`src/rtl/fetch_sequencer.sv`:
```
// Instruction fetch/execute sequencer for the single-cycle datapath.
// Owns the PC, fetches over a req/ack handshake, and grants one execute cycle per instruction.
module fetch_sequencer #(
  parameter logic [31:0] RESET_PC    = 32'h0000_0000,
  parameter logic [5:0]  HALT_OPCODE = 6'b111111
) (
  input  logic        clk,
  input  logic        reset,
  input  logic        run,
  output logic        imem_req,
  output logic [31:0] imem_addr,
  input  logic        imem_ack,
  input  logic [31:0] imem_rdata,
  output logic [31:0] Instruction,
  output logic [31:0] PC_Plus4,
  output logic        instr_valid,
  input  logic        Jump,
  input  logic [31:0] PC_Jump,
  input  logic        PC_Scr,
  input  logic [31:0] PC_Branch,
  output logic        halted,
  output logic        fault,
  output logic [31:0] retired_count
);

  typedef enum logic [2:0] {
    IDLE,
    FETCH,
    EXECUTE,
    HALT,
    FAULT
  } state_t;

  state_t      state;
  logic [31:0] pc;
  logic [31:0] next_pc;

  // Jump outranks a taken branch when the datapath asserts both.
  always_comb begin
    next_pc = pc + 32'd4;
    if (Jump) begin
      next_pc = PC_Jump;
    end else if (PC_Scr) begin
      next_pc = PC_Branch;
    end
  end

  assign imem_addr = pc;
  assign PC_Plus4  = pc + 32'd4;

  always_ff @(posedge clk) begin
    if (reset) begin
      state         <= IDLE;
      pc            <= RESET_PC;
      Instruction   <= '0;
      imem_req      <= 1'b0;
      instr_valid   <= 1'b0;
      halted        <= 1'b0;
      fault         <= 1'b0;
      retired_count <= '0;
    end else begin
      case (state)
        IDLE: begin
          if (run) begin
            state    <= FETCH;
            imem_req <= 1'b1;
          end
        end

        FETCH: begin
          if (imem_ack) begin
            Instruction <= imem_rdata;
            imem_req    <= 1'b0;
            if (imem_rdata[31:26] == HALT_OPCODE) begin
              state  <= HALT;
              halted <= 1'b1;
            end else begin
              state       <= EXECUTE;
              instr_valid <= 1'b1;
            end
          end
        end

        EXECUTE: begin
          instr_valid   <= 1'b0;
          retired_count <= retired_count + 32'd1;
          if (next_pc[1:0] != 2'b00) begin
            state <= FAULT;
            fault <= 1'b1;
          end else begin
            pc <= next_pc;
            if (run) begin
              state    <= FETCH;
              imem_req <= 1'b1;
            end else begin
              state <= IDLE;
            end
          end
        end

        HALT: begin
          imem_req <= 1'b0;
          halted   <= 1'b1;
        end

        FAULT: begin
          imem_req <= 1'b0;
          fault    <= 1'b1;
        end

        default: begin
          state       <= IDLE;
          imem_req    <= 1'b0;
          instr_valid <= 1'b0;
        end
      endcase
    end
  end

endmodule

```
`config.mk`:
```
export PLATFORM = sky130hd
export DESIGN_NAME = fetch_sequencer
export DESIGN_NICKNAME = d
export VERILOG_FILES = /design/src/rtl/fetch_sequencer.sv
export SDC_FILE = /design/constraint.sdc
export NUM_CORES = 1
export LEC_CHECK = 0
export CAP_MARGIN = 20
export CORE_MARGIN = 2
export CORE_UTILIZATION = 39
export CTS_CLUSTER_DIAMETER = 200
export DETAILED_ROUTE_END_ITERATION = 10
export GPL_ROUTABILITY_DRIVEN = 0
export PLACE_DENSITY = 0.82
export SLEW_MARGIN = 20
export SYNTH_ARGS = -nofsm -noshare
export SYNTH_HDL_FRONTEND = slang
export SYNTH_SLANG_ARGS = --single-unit
```
`constraint.sdc`:
```
create_clock -name clk -period 1.8 [get_ports clk]
set_input_delay 0.36 -clock clk [delete_from_list [all_inputs] [get_ports clk]]
set_output_delay 0.36 -clock clk [all_outputs]
set_load 0.01 [all_outputs]
```
# Word-level counts from Yosys, hierarchy flattened
# Index checks and enable logic that the tools add are counted.
[totals]
word_cells = 57
output_inout_bits = 132
reg_bits = 103
in_bits = 102
[op_classes]
n_mux = 20
bitwise_logic = 3
eq_ne = 11
addsub = 2
n_reduce_logical = 13
[ops]
columns = ["operator", "n"]
rows = [
  ["32-bit 2-to-1 mux", 2],
  ["32-bit by 1-bit adder with 32-bit output (second input constant)", 1],
  ["32-bit by 3-bit adder with 32-bit output (second input constant)", 1],
  ["2-bit != test (second input constant)", 6],
  ["3-bit one-hot mux with 4 select lines", 1],
  ["1-bit 2-to-1 mux", 10],
  ["3-bit 2-to-1 mux", 3],
  ["3-bit AND reduction", 3],
  ["2-bit AND reduction", 4],
  ["3-bit by 2-bit equality test with 1-bit output (second input constant)", 2],
  ["6-bit equality test (second input constant)", 1],
  ["1-bit one-hot mux with 2 select lines", 3],
  ["2-bit nonzero test", 3],
  ["3-bit by 1-bit equality test with 1-bit output (second input constant)", 1],
  ["3-bit equality test (second input constant)", 1],
  ["3-bit zero test", 1],
  ["1-bit inverter", 3],
  ["1-bit one-hot mux with 3 select lines", 1],
  ["3-bit OR reduction", 1],
  ["2-bit OR reduction", 1],
]

# Longest topological paths before layout
[logic_depth]
depth_word = 6
mapped_depth = 7
ltp_nobuf = 6

# Least setup slack after synthesis
# OpenSTA, ideal clock, no wires.
[synth_path]
path_kind = "flip-flop to flip-flop"
startpoint = "register pc[2] (netlist: imem_addr[2])"
endpoint = "register pc[18] (netlist: imem_addr[18])"
setup_slack_ps = -239
setup_ps = 70
path_buffers = 1
t_arrival_ps = 1969
stages_incl_launch_ff = 8
t_required_ps = 1730
synth_period_minus_slack_ps = 2039
cell_sequence = "dfxtp_1 -> ha_1 -> nand3_1 -> or4_1 -> buf_2 -> o41ai_2 -> o221ai_1 -> a21oi_1"
[synth_via]
elab_chain_len = 3
[synth_lines]
columns = ["item", "line", "source"]
rows = [
  ["from (decl)", "35", "logic [31:0] pc;"],
  ["from (signal assigned)", "91", "pc <= next_pc;"],
  ["32-bit by 3-bit adder with 32-bit output", "40", "next_pc = pc + 32'd4;"],
  ["32-bit 2-to-1 mux", "43", "end else if (PC_Scr) begin"],
  ["32-bit 2-to-1 mux", "41", "if (Jump) begin"],
]
# No other way between the ends.
# A chain may end at the register's enable or synchronous reset.

# Worst setup path in the final report
[layout_path]
startpoint = "register pc[3] (netlist: imem_addr[3])"
endpoint = "output PC_Plus4[13]"
[layout_via]
elab_chain_len = 1
[layout_lines]
columns = ["item", "line", "source"]
rows = [
  ["32-bit by 3-bit adder with 32-bit output", "49", "assign PC_Plus4 = pc + 32'd4;"],
  ["to (decl)", "15", "output logic [31:0] PC_Plus4,"],
]
# No other way between the ends.

==> metrics <==
core area=around 13000 um2; logic gate share of total power=between 10% and 20%; main flop type after synthesis=dfxtp_1; Critical R2R Launch=imem_addr[3]; max-cap check violation count=0; Worst Path Max Fanout=3; pre-CTS setup slack=-486 ps; cell internal pwr=just under 0.004 W; #FFs+latches synth=just over 100; Yosys top cell by area=dfxtp_1; Sequential Power Share=~44%; Clock Skews=just under 7 ps; asr flop ratio synth=0%; IO Port Bufs=233; switching share of power=25.3%; Cell Area, Placed=around 9000 um2; Crit Path Class=flip-flop to output port; number of distinct library cells after synthesis=58; Post-Synth Adder-Cell Area=less than 1%; Post-layout nets=between 1000 and 1500; share of post-route cells with drive strength above 1=around a third; later-pin clock latency in the skew report=350 ps; die span in x=122 um; static leakage=about 4.3 nW; final setup margin=-676 ps; post-synthesis simple-gate area fraction=approximately a quarter; Post-CTS Hold Buffers=0; R2R depth=13; Clk pwr share=between 30% and 40%; post-synthesis mux area share=less than 1%; Residual DRC=0; maximum clock rate=0.404 GHz; hold depth=2; CTS root buf=clkbuf_16; row cnt=42; setup TNS=-16890 ps; combinational family with the most area after synthesis=simple AND/OR/NAND/NOR gates; unrepaired setup endpoints after global routing=true; clock slew at reported path FFs=around 70 ps; Synth Area in Compound Gates=19.9%; worst hold start=reset; sequential area share after synthesis=a little under two fifths; reg2reg end=imem_addr[13]; WHS=around 410 ps; 1st-iter DRT viols=~760; PwrDens=517 nW/um2; # clock sinks=a little over 100; Net Switching=roughly 0.0013 W; Num CTS Buffers=9; fin crit share=138%; reg-to-reg slack, setup=-400 ps; worst rel slew slack=69.4%; Pre-antenna DRT Iters=8; Max H-tree Level=3; critical path arrival=between 2000 and 2500 ps; top-area cell type share of the netlist area=38.2%; Hold Path End=retired_count[0]; number of synthesized flops with an enable pin=0; number of I/O pins=approximately 230; Synth area leaders=dfxtp_1, nand2_1, a21oi_1, xnor2_1, nor2_1; Post-Synth XOR/XNOR Area=8.60%; CP Capture Type=output port; outcome=complete, but fails checks; Total GRT Usage=27.8%; worst-margin pin slew=458 ps; Mapped Area=approximately 5400 um2; routed len/inst=19.8 um; antenna violations before repair=0; Syn Nets=between 700 and 800; final hold vios=0; CTS tree=done; first-pass GRT wire length=~33 mm; DRT Wirelength=24.4 mm; Longest Clk Path Bufs=2; via count=slightly above 7000; Syn Area/Cell=7.88 um2; Synth Warn #=0; die height=about 120 um; worst hold path type=input pin to flip-flop; startpoint types=flip-flop; P&R area growth vs syn=90.7%; via-per-instance ratio=~5.8; largest net degree at the start of global routing=37; cells after synthesis=685; number of global-route vias before repair=6593; die area=between 10000 and 15000 um2; min cycle time layout=between 2000 and 2500 ps; ant diodes=0; Antenna Nets Post-Route=0; Slew Viols, Final=0; HPWL Detailed=around 14 mm; grt ovf=0; Final setup viols=49; Peak supply drop=between 0.0006 and 0.0007 V; post-route cell area=just over 10000 um2; Worst EP required=~1400 ps; Starting Density=between 40 and 50%; failing checks=setup timing
-- routing by layer --
layer  track usage, %  up-vias  share of wire [%]
li1                 -     3154                  -
met2             48.5      489                 49
met4             13.4        0                6.0
met5                0        -                  0
met3             8.19      153                 10
met1             31.0     3294                 35
-- flip-flops by register name, indices dropped and copies added, names as in the netlist --
register / count
imem_req: 1
halted: 1
instr_valid: 1
fault: 1
state: 3
Instruction: 32
imem_addr: 32
retired_count: 32
-- power groups by stage --
| stage | clock network (W) | logic (W) | registers, W |
|---|---|---|---|
| global placement | 0 | 0.000810 | 0.00241 |
| global route | 0.00220 | 0.000926 | 0.00236 |
| finish | 0.00209 | 0.000870 | 0.00236 |
| floorplan | 0 | 0.000281 | 0.00244 |
| detailed placement | 0 | 0.000820 | 0.00241 |
| CTS | 0.00211 | 0.000828 | 0.00236 |
-- worst max-delay path by stage --
stage               slack (ps)            to     startpoint  cells past startpoint
floorplan                  -40  PC_Plus4[14]  imem_addr[11]                      5
global placement          -460  PC_Plus4[29]  imem_addr[12]                      6
detailed placement        -490  PC_Plus4[29]  imem_addr[16]                      5
CTS                       -520  PC_Plus4[23]   imem_addr[9]                      8
global route              -770  PC_Plus4[23]   imem_addr[3]                      8
finish                    -680  PC_Plus4[13]   imem_addr[3]                      9
-- what timing repair did --
action,in CTS,in global routing
resized for setup,183,81
cloned,0,2
pin swaps,49,48
endpoints found under the hold margin,0,0
setup buffers,29,28
endpoints found under the setup margin,60,75
-- worst max-delay path: stages (launching register included) --
cell and delay [ps]:
dfxtp_4 380, nand4_4 120, buf_4 160, buf_6 100
buf_6 110, buf_12 120, nor4_4 260, buf_4 180
xor2_1 160, buf_2 150
-- Yosys cell counts (11+ instances only) --
| cell type | n |
|---|---|
| dfxtp_1 | 103 |
| nand2_1 | 97 |
| a21oi_1 | 70 |
| nor2_1 | 60 |
| clkbuf_1 | 42 |
| xnor2_1 | 38 |
| inv_1 | 25 |
| nand3_1 | 20 |
| o21ai_0 | 18 |
| nand4_1 | 17 |
| nor3_1 | 15 |
| xor2_1 | 15 |
| o31a_1 | 12 |
| nor4_1 | 11 |
-- placed cells by master, fill, tap and decap left out, types with 8 or more instances in the layout --
| master | n |
|---|---|
| xor2_1 | 12 |
| o21ai_0 | 18 |
| xnor2_1 | 21 |
| a21oi_1 | 69 |
| buf_12 | 12 |
| buf_6 | 30 |
| dfxtp_2 | 18 |
| clkbuf_16 | 10 |
| a22oi_1 | 10 |
| o32ai_2 | 8 |
| inv_1 | 24 |
| nand2_1 | 91 |
| nor4_4 | 8 |
| clkdlybuf4s50_1 | 190 |
| dfxtp_1 | 80 |
| dlygate4sd2_1 | 9 |
| nor2_1 | 55 |
| nand4_1 | 17 |
| o31a_1 | 12 |
| nand3_1 | 13 |
| buf_4 | 134 |
| xnor2_2 | 16 |
| buf_2 | 27 |
| o211ai_1 | 8 |
-- cell type report --
type / count / area (um2)
repair buffers: 410 / 3810
multi-input cells: 501 / 3740
fillers: 874 / 3110
flip-flops and latches: 103 / 2100
clock buffers: 11 / 253
well taps: 176 / 220
inverters: 25 / 97.6
clock inverters: 5 / 61.3
-- stage by stage --
stage / utilization, % / power [W] / cells
2_1_floorplan: - / 0.00272 / 685
6_report: 76.8 / 0.00532 / 1231
3_3_place_gp: 67.0 / 0.00322 / 1167
4_1_cts: 72.3 / 0.00529 / 1208
5_1_grt: 76.8 / 0.00549 / 1231
3_5_place_dp: 67.0 / 0.00323 / 1167
-- logic make-up (layout without fill, tap and decap cells) --
family / count (synthesis) / in the layout
xor gates and xnor gates: 53 / 53
and+or+nand+nor: 275 / 275
muxes: 4 / 4
DFF: 103 / 103
buffers and inverters: 81 / 451
adders and majority gates: 2 / 2
AOI/OAI and AO/OA: 167 / 167
Note: power is estimated with default switching activity, not from simulation.
